$ cat config.mk
export PLATFORM = sky130hd
export DESIGN_NAME = acc_drain_flat
export DESIGN_NICKNAME = d
export VERILOG_FILES = /design/src/rtl/pe_pkg.sv /design/src/rtl/acc_drain_if.sv /design/src/rtl/sync_fifo.sv /design/src/rtl/acc_drain.sv /design/src/flat_wrapper.sv
export SDC_FILE = /design/constraint.sdc
export NUM_CORES = 1
export LEC_CHECK = 0
export ABC_AREA = 1
export CAP_MARGIN = 20
export CORE_ASPECT_RATIO = 0.7
export CORE_MARGIN = 1.5
export CORE_UTILIZATION = 60
export CTS_BUF_LIST = sky130_fd_sc_hd__clkbuf_4 sky130_fd_sc_hd__clkbuf_8
export CTS_CLUSTER_SIZE = 30
export DETAILED_ROUTE_END_ITERATION = 8
export HOLD_SLACK_MARGIN = 0.12
export PLACE_DENSITY_LB_ADDON = 0.08
export RECOVER_POWER = 100
export REMOVE_ABC_BUFFERS = 1
export SYNTH_ARGS = -nofsm -noshare
export SYNTH_HDL_FRONTEND = slang
export SYNTH_SLANG_ARGS = --single-unit
$ cat constraint.sdc
create_clock -name clk -period 2.96 [get_ports clk]
set_input_delay 0.296 -clock clk [delete_from_list [all_inputs] [get_ports clk]]
set_output_delay 0.296 -clock clk [all_outputs]
set_load 0.005 [all_outputs]
$ cat src/rtl/pe_pkg.sv
// Shared arithmetic for the PE output path: default widths, the
// requantisation limits, and the round / saturate helpers that the
// drain pipeline splits across its two stages.
package pe_pkg;

  localparam int PE_DATA_WIDTH  = 16;
  localparam int PE_OUT_WIDTH   = 8;
  localparam int PE_SHIFT_WIDTH = 4;
  localparam int PE_FIFO_DEPTH  = 4;

  typedef logic signed [PE_DATA_WIDTH-1:0] acc_t;
  // One guard bit so the rounding bias can never wrap the sum.
  typedef logic signed [PE_DATA_WIDTH:0]   rnd_t;
  typedef logic signed [PE_OUT_WIDTH-1:0]  out_t;
  typedef logic        [PE_SHIFT_WIDTH-1:0] shift_t;

  // Largest and smallest values representable at the output width.
  localparam rnd_t OUT_MAX = rnd_t'((1 <<< (PE_OUT_WIDTH - 1)) - 1);
  localparam rnd_t OUT_MIN = rnd_t'(-(1 <<< (PE_OUT_WIDTH - 1)));

  // Round-half-up arithmetic right shift: add half an output LSB, then shift.
  function automatic rnd_t round_shift(acc_t data, shift_t shift);
    rnd_t bias;
    rnd_t sum;
    bias = '0;
    if (shift != '0) bias = rnd_t'(1) <<< (shift - 1'b1);
    sum = rnd_t'(data) + bias;
    return sum >>> shift;
  endfunction

  // Clamp a rounded value into the signed output range.
  function automatic out_t saturate(rnd_t r);
    out_t res;
    if (r > OUT_MAX)      res = out_t'(OUT_MAX);
    else if (r < OUT_MIN) res = out_t'(OUT_MIN);
    else                  res = out_t'(r);
    return res;
  endfunction

  // Full requantisation in one call, for users that do not pipeline it.
  function automatic out_t sat_round(acc_t data, shift_t shift);
    return saturate(round_shift(data, shift));
  endfunction

endpackage

$ cat src/rtl/acc_drain_if.sv
// Bundle between the accumulator, the drain stage and the writeback
// consumer: the finished-sum pulse going in and the valid/ready result
// stream coming out. The master side is the accumulator plus consumer.
interface acc_drain_if
  import pe_pkg::*;
#(
  parameter int DATA_WIDTH  = PE_DATA_WIDTH,
  parameter int OUT_WIDTH   = PE_OUT_WIDTH,
  parameter int SHIFT_WIDTH = PE_SHIFT_WIDTH
);

  logic        [SHIFT_WIDTH-1:0] shift;
  logic signed [DATA_WIDTH-1:0]  acc_data;
  logic                          acc_valid;
  logic signed [OUT_WIDTH-1:0]   out_data;
  logic                          out_valid;
  logic                          out_ready;

  modport master (
    output shift,
    output acc_data,
    output acc_valid,
    output out_ready,
    input  out_data,
    input  out_valid
  );

  modport slave (
    input  shift,
    input  acc_data,
    input  acc_valid,
    input  out_ready,
    output out_data,
    output out_valid
  );

endinterface

$ cat src/rtl/sync_fifo.sv
// Small synchronous FIFO with a registered first-word-fall-through head.
// A push is refused only when full and not popping in the same cycle;
// a simultaneous push and pop on a full FIFO reuses the slot being freed.
// DEPTH must be a power of two so the pointers wrap naturally.
module sync_fifo
  import pe_pkg::*;
#(
  parameter int WIDTH = PE_OUT_WIDTH,
  parameter int DEPTH = PE_FIFO_DEPTH
) (
  input  logic                       clk,
  input  logic                       rst,
  input  logic                       push,
  input  logic [WIDTH-1:0]           din,
  input  logic                       pop,
  output logic [WIDTH-1:0]           dout,
  output logic                       full,
  output logic                       empty,
  output logic [$clog2(DEPTH+1)-1:0] count
);

  localparam int PW = (DEPTH > 1) ? $clog2(DEPTH) : 1;
  localparam int CW = $clog2(DEPTH + 1);

  logic [WIDTH-1:0] mem [DEPTH];
  logic [PW-1:0]    wr_ptr;
  logic [PW-1:0]    rd_ptr;
  logic [PW-1:0]    rd_nxt;
  logic [CW-1:0]    cnt;
  logic [WIDTH-1:0] head;
  logic             do_push;
  logic             do_pop;

  assign full    = (cnt == CW'(DEPTH));
  assign empty   = (cnt == '0);
  assign do_pop  = pop & ~empty;
  assign do_push = push & (~full | do_pop);
  assign rd_nxt  = rd_ptr + 1'b1;
  assign dout    = head;
  assign count   = cnt;

  // Pointer and occupancy bookkeeping.
  always_ff @(posedge clk) begin
    if (rst) begin
      wr_ptr <= '0;
      rd_ptr <= '0;
      cnt    <= '0;
    end else begin
      if (do_push) wr_ptr <= wr_ptr + 1'b1;
      if (do_pop)  rd_ptr <= rd_nxt;
      case ({do_push, do_pop})
        2'b10:   cnt <= cnt + 1'b1;
        2'b01:   cnt <= cnt - 1'b1;
        default: cnt <= cnt;
      endcase
    end
  end

  // Entry storage; contents are only meaningful behind the pointers.
  always_ff @(posedge clk) begin
    if (do_push) mem[wr_ptr] <= din;
  end

  // Registered head: loads the next entry after a pop, or the incoming
  // entry when it becomes the only one; cleared when the FIFO drains.
  always_ff @(posedge clk) begin
    if (rst) begin
      head <= '0;
    end else if (do_pop) begin
      if (cnt == CW'(1)) head <= do_push ? din : '0;
      else               head <= mem[rd_nxt];
    end else if (do_push && empty) begin
      head <= din;
    end
  end

endmodule

$ cat src/rtl/acc_drain.sv
// Drain stage of the MAC PE. Each finished kernel sum is rounded and
// shifted on the first edge, saturated (and optionally rectified) on the
// second edge as it is written into the output FIFO, then handed to the
// writeback stage over valid/ready. Results arriving while the FIFO is
// full with no pop are dropped and flagged on the sticky overflow output.
// Optional build macro: ACC_DRAIN_RELU_EN forces negative results to zero.
module acc_drain
  import pe_pkg::*;
#(
  parameter int DATA_WIDTH  = PE_DATA_WIDTH,
  parameter int OUT_WIDTH   = PE_OUT_WIDTH,
  parameter int SHIFT_WIDTH = PE_SHIFT_WIDTH,
  parameter int FIFO_DEPTH  = PE_FIFO_DEPTH
) (
  input  logic                            clk,
  input  logic                            rst,
  acc_drain_if.slave                      bus,
  output logic [$clog2(FIFO_DEPTH+1)-1:0] count,
  output logic                            overflow
);

  rnd_t                 r_p1;
  logic                 vld_p1;
  out_t                 sat_p2;
  logic [OUT_WIDTH-1:0] push_data_p2;
  logic [OUT_WIDTH-1:0] head_data;
  logic                 pop;
  logic                 full;
  logic                 empty;

  // ---- Stage 1: rounded arithmetic shift of the incoming sum ----
  // Valid pipeline; in-flight results are discarded by reset.
  always_ff @(posedge clk) begin
    if (rst) vld_p1 <= 1'b0;
    else     vld_p1 <= bus.acc_valid;
  end

  // Rounded, shifted sum captured alongside its valid.
  always_ff @(posedge clk) begin
    r_p1 <= round_shift(bus.acc_data, bus.shift);
  end

  // ---- Stage 2: saturation, optional rectification, FIFO write ----
  assign sat_p2 = saturate(r_p1);

`ifdef ACC_DRAIN_RELU_EN
  assign push_data_p2 = sat_p2[OUT_WIDTH-1] ? '0 : sat_p2;
`else
  assign push_data_p2 = sat_p2;
`endif

  assign pop = ~empty & bus.out_ready;

  sync_fifo #(
    .WIDTH (OUT_WIDTH),
    .DEPTH (FIFO_DEPTH)
  ) u_fifo (
    .clk   (clk),
    .rst   (rst),
    .push  (vld_p1),
    .din   (push_data_p2),
    .pop   (pop),
    .dout  (head_data),
    .full  (full),
    .empty (empty),
    .count (count)
  );

  assign bus.out_data  = head_data;
  assign bus.out_valid = ~empty;

  // Sticky drop flag: a result arrived with the FIFO full and nothing leaving.
  always_ff @(posedge clk) begin
    if (rst)                        overflow <= 1'b0;
    else if (vld_p1 && full && !pop) overflow <= 1'b1;
  end

endmodule

$ cat src/flat_wrapper.sv
// flat-port wrapper written by rule: the top's interface ports become plain ports
module acc_drain_flat import pe_pkg::*;
#(
  parameter int DATA_WIDTH  = PE_DATA_WIDTH,
  parameter int OUT_WIDTH   = PE_OUT_WIDTH,
  parameter int SHIFT_WIDTH = PE_SHIFT_WIDTH,
  parameter int FIFO_DEPTH  = PE_FIFO_DEPTH
)
  (clk, rst, count, overflow, bus_shift, bus_acc_data, bus_acc_valid, bus_out_ready, bus_out_data, bus_out_valid);
  acc_drain_if #(.DATA_WIDTH(DATA_WIDTH), .OUT_WIDTH(OUT_WIDTH), .SHIFT_WIDTH(SHIFT_WIDTH)) bus_i ();
  input  logic clk;
  input  logic rst;
  output logic [$clog2(FIFO_DEPTH+1)-1:0] count;
  output logic overflow;
  input wire logic [$bits(bus_i.shift)-1:0] bus_shift;
  input wire logic [$bits(bus_i.acc_data)-1:0] bus_acc_data;
  input wire logic [$bits(bus_i.acc_valid)-1:0] bus_acc_valid;
  input wire logic [$bits(bus_i.out_ready)-1:0] bus_out_ready;
  output wire logic [$bits(bus_i.out_data)-1:0] bus_out_data;
  output wire logic [$bits(bus_i.out_valid)-1:0] bus_out_valid;
  assign bus_i.shift = bus_shift;
  assign bus_i.acc_data = bus_acc_data;
  assign bus_i.acc_valid = bus_acc_valid;
  assign bus_i.out_ready = bus_out_ready;
  assign bus_out_data = bus_i.out_data;
  assign bus_out_valid = bus_i.out_valid;
  acc_drain #(.DATA_WIDTH(DATA_WIDTH), .OUT_WIDTH(OUT_WIDTH), .SHIFT_WIDTH(SHIFT_WIDTH), .FIFO_DEPTH(FIFO_DEPTH)) u_core (.clk(clk), .rst(rst), .bus(bus_i), .count(count), .overflow(overflow));
endmodule
# Yosys cells after proc, flatten, opt, wreduce, memory -nomap -nowiden
# Memories as Yosys holds them, arrays and structs flattened.
# Index checks and enable logic that the tools add are counted.
# totals
in_bits,24
mem_count,1
ram_bits,32
register_bits,34
output_inout_bits,13
# classes
shift,2
n_addsub,6
n_eq_ne,4
n_bitwise,6
n_mux,10
magnitude_cmp,2
n_reduce_logical,8
# memory_table
name,depth,width,rd,rd_ports_with_merged_regs,write_ports,line_no,source
u_core.u_fifo.mem,4,8,1,0,1,sync_fifo.sv:25,logic [WIDTH-1:0] mem [DEPTH];
# op_table
cell,n
two-way mux 8 bit,6
adder 16 x 17 -> 17 bit,1
"> comparator 17 x 8 -> 1 bit, second input constant",1
"less-than comparator 17 x 8 -> 1 bit, second input constant",1
two-way mux 17 bit,1
"<<< shifter 2 x 4 -> 17 bit, first input constant",1
>>> shifter 17 x 4 -> 17 bit,1
one-hot mux 3 bit (2 select lines),1
"adder 2 x 1 -> 2 bit, second input constant",2
nonzero test 2 bit,2
nonzero test 4 bit,1
"subtractor 4 x 1 -> 4 bit, second input constant",1
"adder 3 x 1 -> 3 bit, second input constant",1
bitwise AND 1 bit,3
"== test 3 x 1 -> 1 bit, second input constant",1
"== test 3 bit, second input constant",1
logical AND 1 bit,3
zero test 3 bit,1
"subtractor 3 x 1 -> 3 bit, second input constant",1
"== test 2 x 1 -> 1 bit, second input constant",1
"== test 2 bit, second input constant",1
two-way mux 1 bit,2
NOT 1 bit,2
zero test 1 bit,1
bitwise OR 1 bit,1

# Logic depth before layout (Yosys ltp)
# Gate-level depths: netlist of the first run.
# logic_depth
depth_word,9
depth_mapped,21

# By module
# Synthesis of the first run repeated with hierarchy kept, for this count alone.
# unflattened
cells_unflattened,695
area_unflattened_um2,4601.9
# by_module_without_submodules
mod,area_per_inst_um2,cells_per_inst,seq_area_each_um2,instances
acc_drain,2364.8,445,380.4,1
sync_fifo,2237.1,250,1261.2,1

# Worst setup path after synthesis of the first run
# OpenSTA, ideal clock, no wires.
# synth_timing
kind,input -> register
startpoint,in bus_shift[0]
endpoint,reg u_core.r_p1[13]
path_buffers,1
path_stages,21
arrival_ns,2.319
path_slack_ns,0.521
required_ns,2.840
setup_time_ns,0.120
cell_sequence,buf_6 inv_1 nor2_1 inv_1 nor2_1 ha_1 fa_1 nand2_1 nand2_1 nand3_1 nand2_2 nand2_2 nand2_2 nand2_4 nand3_2 nand3_1 nand2_1 nand2_1 nand2_1 nand2_1 nand2_1
# synth_via
elab_chain_len,5
# synth_lines
element,line_no,source
"start, declared",flat_wrapper.sv:15,input wire logic [$bits(bus_i.shift)-1:0] bus_shift;
subtractor 4 x 1 -> 4 bit,pe_pkg.sv:26,if (shift != '0) bias = rnd_t'(1) <<< (shift - 1'b1);
<<< shifter 2 x 4 -> 17 bit,pe_pkg.sv:26,
two-way mux 17 bit,pe_pkg.sv:26,
adder 16 x 17 -> 17 bit,pe_pkg.sv:27,sum = rnd_t'(data) + bias;
>>> shifter 17 x 4 -> 17 bit (*),pe_pkg.sv:28,return sum >>> shift;
"end signal, assigned",acc_drain.sv:40,"r_p1 <= round_shift(bus.acc_data, bus.shift);"
"end, declared",acc_drain.sv:22,rnd_t r_p1;
# Every way passes the cells marked *; elsewhere a longest branch is shown, timed or not.
# A chain may end at the register's enable or synchronous reset.

# Worst setup path in the final report of the first run
# layout_timing
startpoint,in bus_shift[2]
endpoint,reg u_core.r_p1[13]
# Same word-level chain as after synthesis.

==> results of run 1 <==
## metal layers
metal	part of all wire, %	wire length [um]	vias to the layer above	GRT usage, %
met5	0	0	-	0
met4	0.59	66	0	5.255
met3	12	1337	10	8.485
met2	40	4494	222	43.51
met1	47	5310	1933	44.14
li1	-	-	2127	-
## per-stage QoR
stage	TNS [ns]	setup WS [ns]	cells	util [%]	instance area (um^2)
finish	0	0.2111	774	75.32	5230
global route	-0.1633	-0.03868	774	75.32	5230
CTS	0	0.1921	774	75.35	5233
detailed placement	-1.013	-0.1655	758	72.29	5020
global placement	-0.05103	-0.04031	758	72.29	5020
floorplan	0	0.4706	599	-	4324
## placed cells by master, fill, tap and decap left out, types with 4 or more instances in the layout
cell type | Yosys | final
sky130_fd_sc_hd__a21oi_1 | 40 | 42
sky130_fd_sc_hd__a22o_1 | 4 | 4
sky130_fd_sc_hd__a22oi_1 | 9 | 9
sky130_fd_sc_hd__buf_4 | 1 | 27
sky130_fd_sc_hd__clkbuf_8 | 3 | 9
sky130_fd_sc_hd__clkdlybuf4s50_1 | 0 | 21
sky130_fd_sc_hd__dfxtp_1 | 34 | 34
sky130_fd_sc_hd__dlygate4sd3_1 | 0 | 14
sky130_fd_sc_hd__edfxtp_1 | 32 | 32
sky130_fd_sc_hd__ha_1 | 25 | 25
sky130_fd_sc_hd__inv_1 | 85 | 82
sky130_fd_sc_hd__inv_2 | 5 | 8
sky130_fd_sc_hd__nand2_1 | 173 | 172
sky130_fd_sc_hd__nand2_2 | 14 | 15
sky130_fd_sc_hd__nand3_1 | 63 | 62
sky130_fd_sc_hd__nand3_2 | 6 | 7
sky130_fd_sc_hd__nor2_1 | 43 | 42
sky130_fd_sc_hd__o21ai_0 | 20 | 21
sky130_fd_sc_hd__o22ai_1 | 4 | 4
## critical path: cells and delay by family
kind	cells	cell delay, ns
AOI/OAI and AO/OA	1	0.19
adders and majority gates	1	0.28
and+or+nand+nor	14	1.35
buffers and inverters	4	0.84
## registers in the layout, summed over array words and instances (netlist names)
register and flops:
u_core.u_fifo.wr_ptr 2, u_core.r_p1 17, u_core.u_fifo.rd_ptr 2, u_core.vld_p1 1
u_core.overflow 1, u_core.u_fifo.count 3, u_core.u_fifo.mem 32, u_core.u_fifo.dout 8
## where the power goes
part,internal (W),switching (W)
clock,0.000477,0.000332
sequential,0.00108,0.0000660
combinational,0.000363,0.000556
total,0.00192,0.000954
## logic make-up (layout without fill, tap and decap cells)
family	Yosys count	after routing	share of synthesized area (%)
flops	66	66	37.08
xor+xnor	6	6	1.187
other cells	1	1	0.08471
buf+inv	104	172	10.03
fa+ha+maj	26	26	7.518
compound gates	92	92	12.24
simple gates	317	317	31.85
## how the worst max path moves through the flow
stage | from | to | slack, ns | cells after the start
6_report | bus_shift[2] | u_core.r_p1[13] | 0.21 | 20
5_1_grt | bus_shift[2] | u_core.r_p1[13] | -0.04 | 20
4_1_cts | bus_shift[1] | u_core.r_p1[13] | 0.19 | 20
3_5_place_dp | bus_shift[1] | u_core.r_p1[13] | -0.17 | 20
3_3_place_gp | bus_shift[1] | u_core.r_p1[13] | -0.04 | 20
2_1_floorplan | bus_shift[0] | u_core.r_p1[15] | 0.47 | 20
## area by class of cell
type | count | area share [%]
Clock buffer | 10 | 2.512
Clock inverter | 6 | 1.555
Inverter | 91 | 6.531
Multi-Input combinational cell | 442 | 44.81
Sequential cell | 66 | 31.39
Tap cell | 94 | 2.249
Timing Repair Buffer | 65 | 10.96
## repair_timing
| item | in CTS | in global routing |
|---|---|---|
| endpoints found under the setup margin | 0 | 14 |
| resized for setup | 0 | 7 |
| hold buffers | 0 | 0 |
==> results.txt, run 1 <==
The repair_antennas step left the layout with diodes totalling 0. The average wire length per cell after detail routing is 14.48 um. The total global routing track utilization came out at 29.65%. The path class of the tightest hold or removal check is input port to register. The count of nets after finishing is 725. The shortest clock period the worst path allows after layout came out at 2.749 ns. The required time of the critical path is 3.19 ns. The half-perimeter wire length after detailed placement came out at 8850 um.

The area of the mapped netlist came out at 4427 um^2. The worst slack on hold paths is 0.4607 ns. The starting utilization of the core area is 63.75%.

The number of vias per cell came out at 5.545. The number of synthesized flops with an enable pin is 32. The worst hold path terminates at u_core.vld_p1. After layout, the worst path uses 92.87% of the clock period.

For flop-to-flop paths, the worst setup slack is 0.52 ns. By area the synthesized netlist is led by sky130_fd_sc_hd__edfxtp_1 22%, sky130_fd_sc_hd__dfxtp_1 15%, sky130_fd_sc_hd__nand2_1 15%. TritonCTS built the clock tree. The die outline width came out at 105.7 um. After floorplanning, the core was divided into 25 placement rows. The via count of the first global-routing pass came out at 3788. Along the worst hold path, the cell count comes to 3. The share of the Yosys chip area taken by registers is 37.08%. The timing-limited maximum frequency came out at 363.8 MHz.

The maximum buffer depth of the clock tree came out at 2. The number of slew-limit violations in the final report came to 0. The tree is rooted in a sky130_fd_sc_hd__clkbuf_8. The count of max-cap constraint violations is 0. Once detail routing completed, the nets flagged for antenna violations numbered 0. Yosys mapped the design onto 42 distinct sky130hd cell types. The type of origin of the critical path is an input port. The path depth of the worst reg2reg path is 8. The final routed DRC violation total is 0. Of the cells placed in the final design, the portion with a size suffix greater than 1 is 12.21%. In this run the standard cell core region covers 6944 um^2. The headroom to the max-slew limit came out at 45.10%. The first-pass iteration count of the detailed router came out at 5. The number of antenna violations at the first check in global routing is 0. The endpoint identified for the worst register-to-register timing path is u_core.u_fifo.dout[3]. The relative area change from synthesis to final layout is 18.15%. The count of final setup violators is 0. The number of buffers added for setup after CTS is 0. The detailed router's first-iteration violation count came out at 414. The sequential cell area came out at 1642 um^2.

The analysis attributes to cell leakage a power of 2.588 nW. For the final database, setup skew stands at 0.004706 ns. The most frequent cell after synthesis is sky130_fd_sc_hd__nand2_1. The clock input transition at the sequential cells of the worst setup and hold paths came out at 0.07 ns. The final-report hold violation count is 0. The number of instances in the synthesized netlist is 612. Routability-driven placement finished with a final weighted congestion of 0.9535.

The critical-path maximum fanout came out at 5. Traced cell by cell, the critical path runs through clkdlybuf4s50_1, inv_1, nor2_1, inv_1, nor2_1, ha_1, nand2_1, inv_1, a21oi_1, nand2_2, nand2_1, nand2_1, nand2_1, nand3_1, nand3_1, nand2_1, nand2_1, nand2_1, nand2_1, nand2_1. The clock drives 66 sinks.

The routed wire length came out at 11210 um. The power density of the placed cells is 548.9 nW/um^2. The worst-case IR drop observed on VDD is 0.4948 mV. The die outline height came out at 74.87 um. The beginning of the worst hold path is bus_acc_valid.

The cell type with the highest aggregate area in the netlist is sky130_fd_sc_hd__edfxtp_1. Among all flip-flop cells after synthesis, the most frequent one is sky130_fd_sc_hd__dfxtp_1. The transition at the pin with the smallest max-transition slack is 0.8149 ns. The fraction of synthesis flops using an asynchronous set or reset pin is 0%. The worst register-to-register path begins at u_core.u_fifo.count[0]. The number of inserted filler cells in the final layout is 567.

The average size of a mapped cell is 7.233 um^2. The clock insertion delay at the later pin of the skew report came out at 0.34 ns. The port buffer count came out at 36. The die area is 7911 um^2.

The largest individual stage delay along the critical path comes from the cell sky130_fd_sc_hd__clkdlybuf4s50_1. Global routing finished with a remaining overflow of 0. In this run the count of I/O pins placed on the die edge is 37.

Summing over every cut layer, the via total after detailed routing is 4292. The CTS H-tree depth came out at 3. The largest stage delay on the critical path is 0.53 ns. The run finished with clean final reports. After synthesis, the largest area contributor takes up 21.71% of total cell area.

The largest net degree at the start of global routing came out at 18. The most prevalent standard cell on the critical path is sky130_fd_sc_hd__nand2_1. The data arrival time of the worst path came out at 2.98 ns.

Counting instances in the post-synthesis netlist gives the leading cell types as 173 x sky130_fd_sc_hd__nand2_1, 85 x sky130_fd_sc_hd__inv_1, 63 x sky130_fd_sc_hd__nand3_1, 43 x sky130_fd_sc_hd__nor2_1, 40 x sky130_fd_sc_hd__a21oi_1. The number of CTS-inserted buffers is 9. The total area of multi-input combinational cells is 2344 um^2. The worst setup path is captured at a register. The number of warnings reported in the yosys synthesis log came out at 0. The global-route wire length before repair is 18030 um. Synthesis inferred 66 register bits. The total chip power is 0.002871 W. The kind of critical path is input port to register.
Note: power is estimated with default switching activity, not from simulation.
==> run 2, diff against run 1 <==
--- a/config.mk
+++ b/config.mk
@@ -8,7 +8,6 @@
 export ABC_AREA = 1
 export CAP_MARGIN = 20
 export CORE_ASPECT_RATIO = 0.7
-export CORE_MARGIN = 1.5
 export CORE_UTILIZATION = 60
 export CTS_BUF_LIST = sky130_fd_sc_hd__clkbuf_4 sky130_fd_sc_hd__clkbuf_8
 export CTS_CLUSTER_SIZE = 30
==> run 2 against run 1 <==
Compared with the run above: clock skew grew 0.0044 ns; sequential cell count is the same; count of clock-buffer cells in the layout grew 3; non-clock buffer count is the same; critical path depth is the same; highest routed layer unchanged.
==> results.txt, run 2 (same netlist as run 1, synthesis figures left out) <==
Run status: finished clean (unchanged). Commonest cells after routing, fill and taps aside: 173 x sky130_fd_sc_hd__nand2_1, 85 x sky130_fd_sc_hd__inv_1, 63 x sky130_fd_sc_hd__nand3_1, 42 x sky130_fd_sc_hd__nor2_1, 42 x sky130_fd_sc_hd__a21oi_1 (was 172 x sky130_fd_sc_hd__nand2_1, 82 x sky130_fd_sc_hd__inv_1, 62 x sky130_fd_sc_hd__nand3_1, 42 x sky130_fd_sc_hd__nor2_1, 42 x sky130_fd_sc_hd__a21oi_1). The path depth of the worst reg2reg path came out at 8 (unchanged). The kind of capture point of the worst setup path is a register (unchanged). The largest net degree at the start of global routing came out at 18 (unchanged). The number of inserted filler cells in the final layout is 574 (was 567). The internal power came to 0.001814 W (was 0.001917 W). The startpoint of the most critical register-to-register path is u_core.u_fifo.count[0] (unchanged). The number of vias in the routed layout came out at 4330 (was 4292). The transition at the pin with the smallest max-transition slack is 0.8785 ns (was 0.8149 ns). The fraction of layout instances using a drive strength above 1 is 11.32% (was 12.21%). The beginning of the worst hold path is u_core.overflow (was bus_acc_valid).

The count of clock tree sinks is 66 (unchanged). The shortest clock period the worst path allows after layout is 2.785 ns (was 2.749 ns). The type of origin of the critical path is an input port (unchanged). The routed wire length was 11230 um (was 11210 um). The first-pass iteration count of the detailed router came to 7 (was 5).

The die area was 7731 um^2 (was 7911 um^2). The total area of multi-input combinational cells was 2333 um^2 (was 2344 um^2). The detailed router's first-iteration violation count came out at 388 (was 414).

The critical-path maximum fanout came out at 4 (was 5). The residual overflow from global routing is 0 (unchanged). The count of nets after finishing is 725 (unchanged).

The worst slack on hold paths came to 0.4589 ns (was 0.4607 ns). The via count of the first global-routing pass came to 3908 (was 3788). The CTS H-tree depth came out at 3 (unchanged). The starting utilization of the core area came out at 63.75% (unchanged).

The leakage dissipation came out at 2.558 nW (was 2.588 nW). The power density of the placed cells is 533.3 nW/um^2 (was 548.9 nW/um^2). The final routed DRC violation total is 0 (unchanged). The end of the worst register-to-register path is u_core.u_fifo.dout[1] (was u_core.u_fifo.dout[3]). The final weighted congestion of routability-driven global placement came out at 0.9370 (was 0.9535). The port buffer count is 36 (unchanged). The number of slew-limit violations in the final report came out at 0 (unchanged). The number of standard cells in the final layout excluding fillers is 774 (unchanged). The flip-flop count of the largest register after layout is 32 (unchanged). The minimum setup slack after placement was -0.1253 ns (was -0.1655 ns).

The die outline height came to 73.87 um (was 74.87 um). The worst clock skew is 0.009087 ns (was 0.004706 ns). The leading cell type in the layout, fill and taps excluded was sky130_fd_sc_hd__nand2_1 (unchanged). The count of max-cap constraint violations came out at 0 (unchanged). The data arrival time of the worst path came to 3.02 ns (was 2.98 ns). Cell-by-cell listing of the critical path: clkdlybuf4s50_1, inv_1, nor2_1, inv_1, nor2_2, ha_2, fa_1, nand2_1, nand2_1, nand3_1, nand2_2, nand2_2, nand3_2, nand3_2, nand3_1, nand2_1, nand2_1, nand2_1, nand2_1, nand2_1 (was clkdlybuf4s50_1, inv_1, nor2_1, inv_1, nor2_1, ha_1, nand2_1, inv_1, a21oi_1, nand2_2, nand2_1, nand2_1, nand2_1, nand3_1, nand3_1, nand2_1, nand2_1, nand2_1, nand2_1, nand2_1).

The number of rows created at floorplan is 25 (unchanged). The total global routing track utilization came out at 30.41% (was 29.65%). The timing-limited maximum frequency came to 359.0 MHz (was 363.8 MHz). The number of cells traversed by the worst hold path came out at 2 (was 3). The worst vdd rail ir drop came out at 0.4428 mV (was 0.4948 mV).

The number of CTS-inserted buffers is 9 (unchanged). The half-perimeter wire length after detailed placement came out at 8801 um (was 8850 um). The clock insertion delay at the later pin of the skew report came out at 0.34 ns (about the same). The die outline width is 104.7 um (was 105.7 um). The hold buffer count at CTS came out at 0 (unchanged). The share of power burned in the clock network is 25.2% (was 28.2%). The average wire length per cell after detail routing came to 14.51 um (was 14.48 um). The register with the most flip-flops is u_core.u_fifo.mem (unchanged). The count of cells resized by post-cts repair came out at 0 (unchanged). The sequential cell area is 1642 um^2 (unchanged). The diode insertion count for antenna repair came to 0 (unchanged). The floorplan core area came out at 6944 um^2 (unchanged). The kind of critical path is input port to register (unchanged). The number of buffers added for setup after CTS is 0 (unchanged). The final period utilization is 94.10% (was 92.87%). Setup repair after global routing left no endpoint under its margin.

The CTS tree was built (unchanged). The final worst slack is 0.1747 ns (was 0.2111 ns). The clock input transition at the sequential cells of the worst setup and hold paths was 0.07 ns (about the same). The required time of the critical path is 3.19 ns (about the same). The most prevalent standard cell on the critical path is sky130_fd_sc_hd__nand2_1 (unchanged). The maximum buffer depth of the clock tree came out at 2 (unchanged).

The part of the power in registers came out at 41.3% (was 39.8%). The switching power was 0.0009506 W (was 0.0009538 W). The worst hold endpoint is u_core.overflow (was u_core.vld_p1).

The number of antenna violations at the first check in global routing is 0 (unchanged). The post-route cell area came out at 5184 um^2 (was 5230 um^2). The final-report hold violation count came to 0 (unchanged). The combinational fraction of design power was 33.4% (was 32.0%). The post-placement cell count is 758 (unchanged). The flop-to-flop setup slack is 0.49 ns (was 0.52 ns). The number of vias per cell came out at 5.594 (was 5.545). The remaining antenna violation count after routing was 0 (unchanged). The number of top-level pins is 37 (unchanged).

The global-route wire length before repair came out at 18090 um (was 18030 um). The master of the slowest instance on the critical path is sky130_fd_sc_hd__clkdlybuf4s50_1 (unchanged). The clock tree root driver cell is sky130_fd_sc_hd__clkbuf_8 (unchanged). The total chip power is 0.002765 W (was 0.002871 W). The count of final setup violators came out at 0 (unchanged). The headroom to the max-slew limit is 40.82% (was 45.10%). The standard cell area after detailed placement came to 5020 um^2 (unchanged). The largest stage delay on the critical path is 0.52 ns (was 0.53 ns). The fraction of power spent switching nets is 34.38% (was 33.22%). The relative area change from synthesis to final layout came out at 17.10% (was 18.15%). The class of the tightest hold or removal check is register to register (was input port to register).
==> run 2: metal layers <==
metal  track usage (%)  share of wire (%)  up-vias  wire [um]
li1                  -                  -     2132          -
met1             44.14                 48     1969       5347
met2             45.33                 41      216       4565
met3             7.365                 11       13       1212
met4             7.981               0.93        0        105
met5                 0                  0        -          0
==> run 2: worst max-delay path, delay by kind of cell <==
kind,cells,cell delay [ns]
adders and majority gates,2,0.42
and+or+nand+nor,15,1.54
buffers and inverters,3,0.75
==> run 2: power by group through the flow <==
stage | combinational (W) | sequential [W] | clock [W]
final | 0.000924 | 0.00114 | 0.000697
after global routing | 0.00103 | 0.00115 | 0.000736
after CTS | 0.000940 | 0.00115 | 0.000709
after detailed placement | 0.000928 | 0.00116 | 0
after global placement | 0.000894 | 0.00116 | 0
after floorplan | 0.000559 | 0.00115 | 0
==> run 2: layout make-up <==
type | count | share of cell area, %
Multi-Input combinational cell | 442 | 45.02
Sequential cell | 66 | 31.67
Timing Repair Buffer | 65 | 10.86
Inverter | 91 | 6.589
Clock buffer | 13 | 3.331
Tap cell | 94 | 2.269
Clock inverter | 3 | 0.2655
==> run 2: worst max path at each step <==
| stage | startpoint | end | cells after the start |
|---|---|---|---|
| 3_5_place_dp | bus_shift[3] | u_core.r_p1[5] | 20 |
| 4_1_cts | bus_shift[3] | u_core.r_p1[5] | 20 |
| 5_1_grt | bus_shift[2] | u_core.r_p1[9] | 18 |
| 3_3_place_gp | bus_shift[1] | u_core.r_p1[5] | 20 |
| 6_report | bus_shift[0] | u_core.r_p1[5] | 20 |
| 2_1_floorplan | bus_shift[0] | u_core.r_p1[15] | 20 |
==> run 2: metrics by stage <==
| stage | setup TNS, ns | utilization [%] |
|---|---|---|
| after global routing | 0 | 74.65 |
| final | 0 | 74.65 |
| after detailed placement | -1.236 | 72.29 |
| after CTS | 0 | 74.97 |
| after floorplan | 0 | - |
| after global placement | -0.05232 | 72.29 |
==> run 3, diff against run 2 <==
--- a/config.mk
+++ b/config.mk
@@ -12,7 +12,7 @@
 export CTS_BUF_LIST = sky130_fd_sc_hd__clkbuf_4 sky130_fd_sc_hd__clkbuf_8
 export CTS_CLUSTER_SIZE = 30
 export DETAILED_ROUTE_END_ITERATION = 8
-export HOLD_SLACK_MARGIN = 0.12
+export HOLD_SLACK_MARGIN = 0.08
 export PLACE_DENSITY_LB_ADDON = 0.08
 export RECOVER_POWER = 100
 export REMOVE_ABC_BUFFERS = 1
==> results of run 3 <==
Same layout as run 2: the final DEF is identical, and so are final timing and power.
